===== config.mk =====
export PLATFORM = sky130hd
export DESIGN_NAME = sdram_port_arbiter
export DESIGN_NICKNAME = d
export VERILOG_FILES = /design/src/rtl/sdram_port_arbiter.sv
export SDC_FILE = /design/constraint.sdc
export NUM_CORES = 1
export LEC_CHECK = 0
export ABC_AREA = 1
export CORE_MARGIN = 2
export CORE_UTILIZATION = 40
export CTS_CLUSTER_SIZE = 8
export DETAILED_ROUTE_END_ITERATION = 8
export PLACE_DENSITY = 0.82
export SLEW_MARGIN = 40
export SYNTH_ARGS = -nofsm -noshare
export SYNTH_HDL_FRONTEND = slang
export SYNTH_SLANG_ARGS = --single-unit

===== constraint.sdc =====
create_clock -name sys_clk -period 2.5 [get_ports sys_clk]
set_input_delay 0.5 -clock sys_clk [delete_from_list [all_inputs] [get_ports sys_clk]]
set_output_delay 0.5 -clock sys_clk [all_outputs]
set_load 0.05 [all_outputs]

===== src/rtl/sdram_port_arbiter.sv =====
// Round-robin arbiter merging two single-word req/ack requesters onto one sdram controller port.
// Optional watchdog abort of a stalled access: define SDRAM_ARB_TIMEOUT_EN.
module sdram_port_arbiter #(
    parameter int ADDR_W         = 24,
    parameter int DATA_W         = 16,
    parameter int TIMEOUT_CYCLES = 1023
) (
    input  logic              sys_clk,
    input  logic              sys_rst_n,

    input  logic [ADDR_W-1:0] a_address,
    input  logic [DATA_W-1:0] a_data_in,
    input  logic              a_read_req,
    input  logic              a_write_req,
    output logic              a_read_ack,
    output logic              a_write_ack,
    output logic [DATA_W-1:0] a_data_out,

    input  logic [ADDR_W-1:0] b_address,
    input  logic [DATA_W-1:0] b_data_in,
    input  logic              b_read_req,
    input  logic              b_write_req,
    output logic              b_read_ack,
    output logic              b_write_ack,
    output logic [DATA_W-1:0] b_data_out,

    output logic [ADDR_W-1:0] m_address,
    output logic [DATA_W-1:0] m_data_in,
    output logic              m_read_req,
    output logic              m_write_req,
    input  logic              m_read_ack,
    input  logic              m_write_ack,
    input  logic [DATA_W-1:0] m_data_out,

    output logic              busy,
    output logic              grant_b,
    output logic              err_timeout
);

    typedef enum logic [1:0] {IDLE, BUSY, RELEASE} state_t;

    state_t state, state_nxt;

    logic last_grant;
    logic cur_wr;
    logic pend_a, pend_b;
    logic grant_fire, pick_b, pick_wr;
    logic op_ack, done, load_rdata;
    logic timeout_hit;

    if (TIMEOUT_CYCLES < 1) begin : g_bad_timeout
        $error("TIMEOUT_CYCLES must be at least 1");
    end

    always_ff @(posedge sys_clk or negedge sys_rst_n) begin
        if (!sys_rst_n) state <= IDLE;
        else            state <= state_nxt;
    end

    always_comb begin
        state_nxt = state;
        case (state)
            IDLE:    if (grant_fire) state_nxt = BUSY;
            BUSY:    if (done)       state_nxt = RELEASE;
            RELEASE:                 state_nxt = IDLE;
            default:                 state_nxt = IDLE;
        endcase
    end

    // Tie-break favours the port that did not own the last transaction; writes beat reads within a port.
    always_comb begin
        pend_a     = a_read_req | a_write_req;
        pend_b     = b_read_req | b_write_req;
        grant_fire = (state == IDLE) && (pend_a || pend_b);
        pick_b     = pend_b && (!pend_a || !last_grant);
        pick_wr    = pick_b ? b_write_req : a_write_req;
        op_ack     = cur_wr ? m_write_ack : m_read_ack;
        done       = (state == BUSY) && (op_ack || timeout_hit);
        load_rdata = done && !cur_wr && op_ack;
    end

    assign busy = (state != IDLE);

    always_ff @(posedge sys_clk or negedge sys_rst_n) begin
        if (!sys_rst_n) begin
            m_address   <= '0;
            m_data_in   <= '0;
            m_read_req  <= 1'b0;
            m_write_req <= 1'b0;
            a_read_ack  <= 1'b0;
            a_write_ack <= 1'b0;
            b_read_ack  <= 1'b0;
            b_write_ack <= 1'b0;
            a_data_out  <= '0;
            b_data_out  <= '0;
            grant_b     <= 1'b0;
            last_grant  <= 1'b1;
            cur_wr      <= 1'b0;
        end else begin
            a_read_ack  <= 1'b0;
            a_write_ack <= 1'b0;
            b_read_ack  <= 1'b0;
            b_write_ack <= 1'b0;
            case (state)
                IDLE: begin
                    if (grant_fire) begin
                        grant_b     <= pick_b;
                        last_grant  <= pick_b;
                        cur_wr      <= pick_wr;
                        m_address   <= pick_b ? b_address : a_address;
                        m_data_in   <= pick_b ? b_data_in : a_data_in;
                        m_write_req <= pick_wr;
                        m_read_req  <= !pick_wr;
                    end
                end
                BUSY: begin
                    if (done) begin
                        m_read_req  <= 1'b0;
                        m_write_req <= 1'b0;
                        if (grant_b) begin
                            b_write_ack <= cur_wr;
                            b_read_ack  <= !cur_wr;
                        end else begin
                            a_write_ack <= cur_wr;
                            a_read_ack  <= !cur_wr;
                        end
                        if (load_rdata) begin
                            if (grant_b) b_data_out <= m_data_out;
                            else         a_data_out <= m_data_out;
                        end
                    end
                end
                default: ;
            endcase
        end
    end

`ifdef SDRAM_ARB_TIMEOUT_EN
    localparam int TMO_LOG = $clog2(TIMEOUT_CYCLES + 1);
    localparam int TMO_W   = (TMO_LOG > 10) ? TMO_LOG : 10;

    logic [TMO_W-1:0] tmo_cnt;

    // Counter holds zero outside BUSY, so it restarts on every BUSY entry.
    assign timeout_hit = (state == BUSY) && (tmo_cnt == TMO_W'(TIMEOUT_CYCLES - 1));

    always_ff @(posedge sys_clk or negedge sys_rst_n) begin
        if (!sys_rst_n) begin
            tmo_cnt     <= '0;
            err_timeout <= 1'b0;
        end else begin
            tmo_cnt <= (state == BUSY) ? tmo_cnt + 1'b1 : '0;
            if (timeout_hit && !op_ack) err_timeout <= 1'b1;
        end
    end
`else
    assign timeout_hit = 1'b0;
    assign err_timeout = 1'b0;
`endif

endmodule


# Yosys cells after proc, flatten, opt, wreduce, memory -nomap -nowiden
# Cells that the tools add are included.
totals:
  reg_bits: 83
  out_inout_bits: 81
  inputBits: 104
  elab_cells: 63
op_classes:
  n_eq_ne: 3
  bitwise: 3
  n_reduce_logical: 19
  mux: 24
ops:
  columns: ["cell", "count"]
  rows:
  - ["$mux W24", 1]
  - ["$mux W1", 17]
  - ["$mux W16", 1]
  - ["$reduce_and A4 Y1", 2]
  - ["$logic_and A1 B1 Y1", 5]
  - ["$logic_not A1 Y1", 4]
  - ["$mux W2", 2]
  - ["$ne A2 B2 Y1 const B", 2]
  - ["$pmux W1 S2", 2]
  - ["$pmux W2 S2", 1]
  - ["$reduce_and A2 Y1", 2]
  - ["$reduce_bool A2 Y1", 2]
  - ["$reduce_and A3 Y1", 1]
  - ["$eq A2 B1 Y1 const B", 1]
  - ["$logic_not A2 Y1", 1]
  - ["$logic_or A1 B1 Y1", 2]
  - ["$or A1 B1 Y1", 2]
  - ["$not A1 Y1", 1]

# Longest topological paths before layout
depth:
  ltp_word: 8
  mapped_depth: 8
  ltp_nobuf: 7

# Worst setup path after synthesis
# Ideal clock, no wire load.
synth_path:
  path_type: "reg-to-reg"
  startpoint: "reg state[0]"
  endpoint: "reg m_address[0]"
  required_time_ps: 2382
  setup_ps: 118
  slack_ps: 888
  n_path_buf: 2
  period_less_slack_ps: 1612
  arrival_time_ps: 1494
  stages_incl_launch_ff: 9
  cell_sequence: "dfrtp_1 inv_1 nand2_1 a21oi_4 inv_2 buf_4 buf_2 nand2_1 nand2_1"
synth_via:
  elab_chain_cells: 3
synth_rtl:
  columns: ["element", "line", "rtl"]
  rows:
  - ["start: declaration", "42", "state_t state, state_nxt;"]
  - ["start signal: assignment", "57", "else state <= state_nxt;"]
  - ["$logic_not A2 Y1 (*)", "74, 104", null]
  - ["$logic_and A1 B1 Y1", "74", "grant_fire = (state == IDLE) && (pend_a || pend_b);"]
  - ["$reduce_and A2 Y1 (no line) (*)", null, null]
  - ["end signal: assignment", "110", "m_address <= pick_b ? b_address : a_address;"]
  - ["end: declaration", "27", "output logic [ADDR_W-1:0] m_address,"]
# Mark *: on every way between the ends. The rest lies on a longest branch, timed or not.
# A chain may end at the register's enable or synchronous reset.

# Final worst setup path
layout_path:
  startpoint: "reg state[1]"
  endpoint: "out busy"
layout_via:
  elab_chain_cells: 1
layout_rtl:
  columns: ["element", "line", "rtl"]
  rows:
  - ["$reduce_bool A2 Y1", "82", "assign busy = (state != IDLE);"]
  - ["end: declaration", "35", "output logic busy,"]
# Every way passes these cells.

==> run metrics <==
run status=finished clean; cell accounting for the most synthesized area=dfrtp_1; combinational power share=60.5%; vias after detailed routing=3663; placer congestion estimate=0.858; Total Die Area=10500 sq um; Final Hold Fails=0; Sum Neg Setup Slack=0 ns; required time of the critical path=2.00 ns; TritonCTS clock tree=done; wire length of the first global-routing pass=16.5 mm; Final Instance Area=6040 sq um; GRT Resource Usage Total=20.1%; count of clock tree sinks=83; max-cap viol count=0; Core Box Area=9280 sq um; type of the worst min-delay path=input pin to asynchronous set/reset pin; CTS Buf Count=9; actual slew at the worst max-slew pin=0.556 ns; post-placement cell area=5820 sq um; met3 track utilization from global routing=4.79%; leak pwr=2.97 nW; period utilization=92.3%; Worst setup EP type=output port; final-report max-slew violation count=0; met2 track demand over resource=32.6%; GR met1 Demand/Resource=25.9%; setup bufs post-CTS=0; Final Setup Violations=0; peak-usage layer in the global routing report=met2; sequential area share after synthesis=53.8%; die boundary height=102 um; Synth-to-Final Area Change=56.5%; Total Power Consumption=8.66 mW; clock root buffer master=clkbuf_8; worst hold margin=0.118 ns; highest attainable clock frequency=433 MHz; effective utilization at floorplan=41.6%; post-synthesis instance area=3860 sq um; worst rel slew slack=62.9%; Syn Inst Count=473; average routed wire per standard cell=13.2 um; number of rows in the core area=35; mean cell area of the mapped netlist=8.17 sq um; final cell utilization of the core=65.1%; Starting DRT DRC Count=122; unrepaired setup endpoints after global routing=no; portion of synthesized cell area occupied by the leading cell type=53.1%; number of global-route vias before repair=3563; number of distinct standard cells referenced by the synthesized netlist=21; main area contributors after synthesis=dfrtp_1 53%, nand2_1 16%, nand3b_1 7.8%, inv_1 6.1%, nand3_1 5.6%; Crit Path Max Fanout=2; critical path launch point type=register; setup clock skew after layout=0.0109 ns; number of I/O port buffers=183; hold-fix buffer count after cts=0; clock insertion delay at the later pin of the skew report=0.34 ns; antenna violations before repair=0; number of warnings printed during yosys synthesis=0; register area=2080 sq um; placed wire-length estimate=7.86 mm; clock transition at the registers of the reported paths=0.09 ns; die width=102 um; combined area of the multi-input logic cells=1400 sq um; net switching share of the total power=50.7%; ant diodes=0; Detailed Routing Iterations Pass 1=5; internal cell power=4.27 mW; filler cell count=791; via/cell ratio=4.67; power density over the cells=1430 nW/um^2; Max rail drop VDD=1.34 mV; grt ovf=0; number of nets in the finished design=755; power dissipated by switching net loads=4.39 mW; worst setup path class=register to output port; io pins=185; Routed Antenna Nets=0; CTS Buffer Depth=2; maximum number of pins on one net before global-route repair=65; post-synth net total=577; Resized cells post-CTS=0; post-layout minimum cycle time=2.31 ns; number of storage elements in the synthesis netlist=83; DRC violations left=0; deepest level of the CTS H-tree=3; clock network power share=12.2%; data arrival time of the worst path=1.81 ns; fraction of final layout cells sized beyond drive strength 1=5.49%; final wirelength=10.4 mm; fraction of power consumed by sequential logic=27.3%
-- synth_stat cells, drive strengths merged --
| master | n |
|---|---|
| nand2 | 169 |
| dfrtp | 82 |
| inv | 65 |
| nand3 | 43 |
| nand3b | 40 |
| o21ai | 37 |
| buf | 18 |
| clkbuf | 10 |
| nor3 | 3 |
| nor2 | 2 |
| a21oi | 1 |
| clkinv | 1 |
| conb | 1 |
| dfstp | 1 |
-- sequential cells by signal (all words and copies together), names as in the netlist --
register	cells
m_data_in	16
a_data_out	16
last_grant	1
b_read_ack	1
a_read_ack	1
m_read_req	1
m_write_req	1
state	2
grant_b	1
a_write_ack	1
m_address	24
b_write_ack	1
b_data_out	16
cur_wr	1
-- worst paths after layout --
kind	endpoint	cells past startpoint	slack (ns)	start
worst max-delay path	busy	3	0.19	state[1]
worst min-delay path	b_data_out[0]	1	0.12	sys_rst_n
worst max register to register	m_data_in[7]	6	1.02	state[0]
worst min register to register	m_address[3]	2	0.48	m_address[3]
max in group asynchronous	m_data_in[10]	2	1.77	sys_rst_n
min in group sys_clk	m_address[3]	2	0.48	m_address[3]
-- layer usage --
metal	routed length (um)	share of wire [%]	up-vias
met5	0	0	-
met4	235	2.3	0
met3	843	8.1	22
met2	4850	47	157
met1	4430	43	1671
li1	-	-	1813
-- logic make-up after synthesis --
kind of cell	after synthesis	synth area share (%)
buffers and inverters	94	10.2
DFF	83	53.8
and+or+nand+nor	257	30.5
AOI/OAI and AO/OA	38	5.31
other	1	0.0971
-- final cells by class --
| class | count | share of cell area, % |
|---|---|---|
| flip-flops and latches | 83 | 34.4 |
| inverters | 66 | 4.10 |
| clock inverters | 7 | 1.66 |
| clock buffers | 9 | 2.05 |
| multi-input cells | 296 | 23.1 |
| well taps | 129 | 2.67 |
| repair buffers | 195 | 32.0 |
-- critical path, stage by stage, from the launching register on --
cell	delay, ns
dfrtp_1	0.33
clkinv_1	0.07
nand2_1	0.20
clkdlybuf4s50_1	0.87
-- layout by cell type (no fill, tap or decap) --
cell / netlist / final
o21ai_4: 0 / 1
buf_12: 0 / 1
nand3_1: 43 / 43
clkinv_2: 0 / 1
dfstp_2: 1 / 1
nor3_2: 1 / 1
bufinv_16: 0 / 2
buf_4: 7 / 11
nor2_2: 1 / 1
inv_2: 2 / 2
a21oi_4: 1 / 1
inv_8: 0 / 1
conb_1: 1 / 1
nor2_1: 1 / 1
o21ai_0: 21 / 21
clkinvlp_4: 0 / 2
nor3_1: 2 / 2
inv_1: 63 / 63
buf_6: 0 / 1
clkinv_1: 1 / 1
dfrtp_1: 82 / 82
nand3b_1: 40 / 40
o21ai_1: 15 / 15
nand2_1: 169 / 169
inv_6: 0 / 1
clkdlybuf4s50_1: 0 / 182
clkbuf_8: 0 / 9
-- power groups by stage --
| stage | clock [mW] | sequential (mW) | combinational [mW] |
|---|---|---|---|
| detailed placement | 0 | 2.37 | 5.28 |
| global placement | 0 | 2.36 | 5.17 |
| CTS | 1.09 | 2.36 | 5.29 |
| global route | 1.16 | 2.43 | 5.59 |
| finish | 1.06 | 2.36 | 5.24 |
| floorplan | 0 | 4.38 | 1.42 |
-- through the flow --
| stage | std cells | worst slack, ns |
|---|---|---|
| finish | 785 | 0.193 |
| detailed placement | 769 | 0.461 |
| global placement | 769 | 0.534 |
| floorplan | 473 | 0.888 |
| global route | 785 | 0.126 |
| CTS | 785 | 0.187 |
Note: power is estimated with default switching activity, not from simulation.
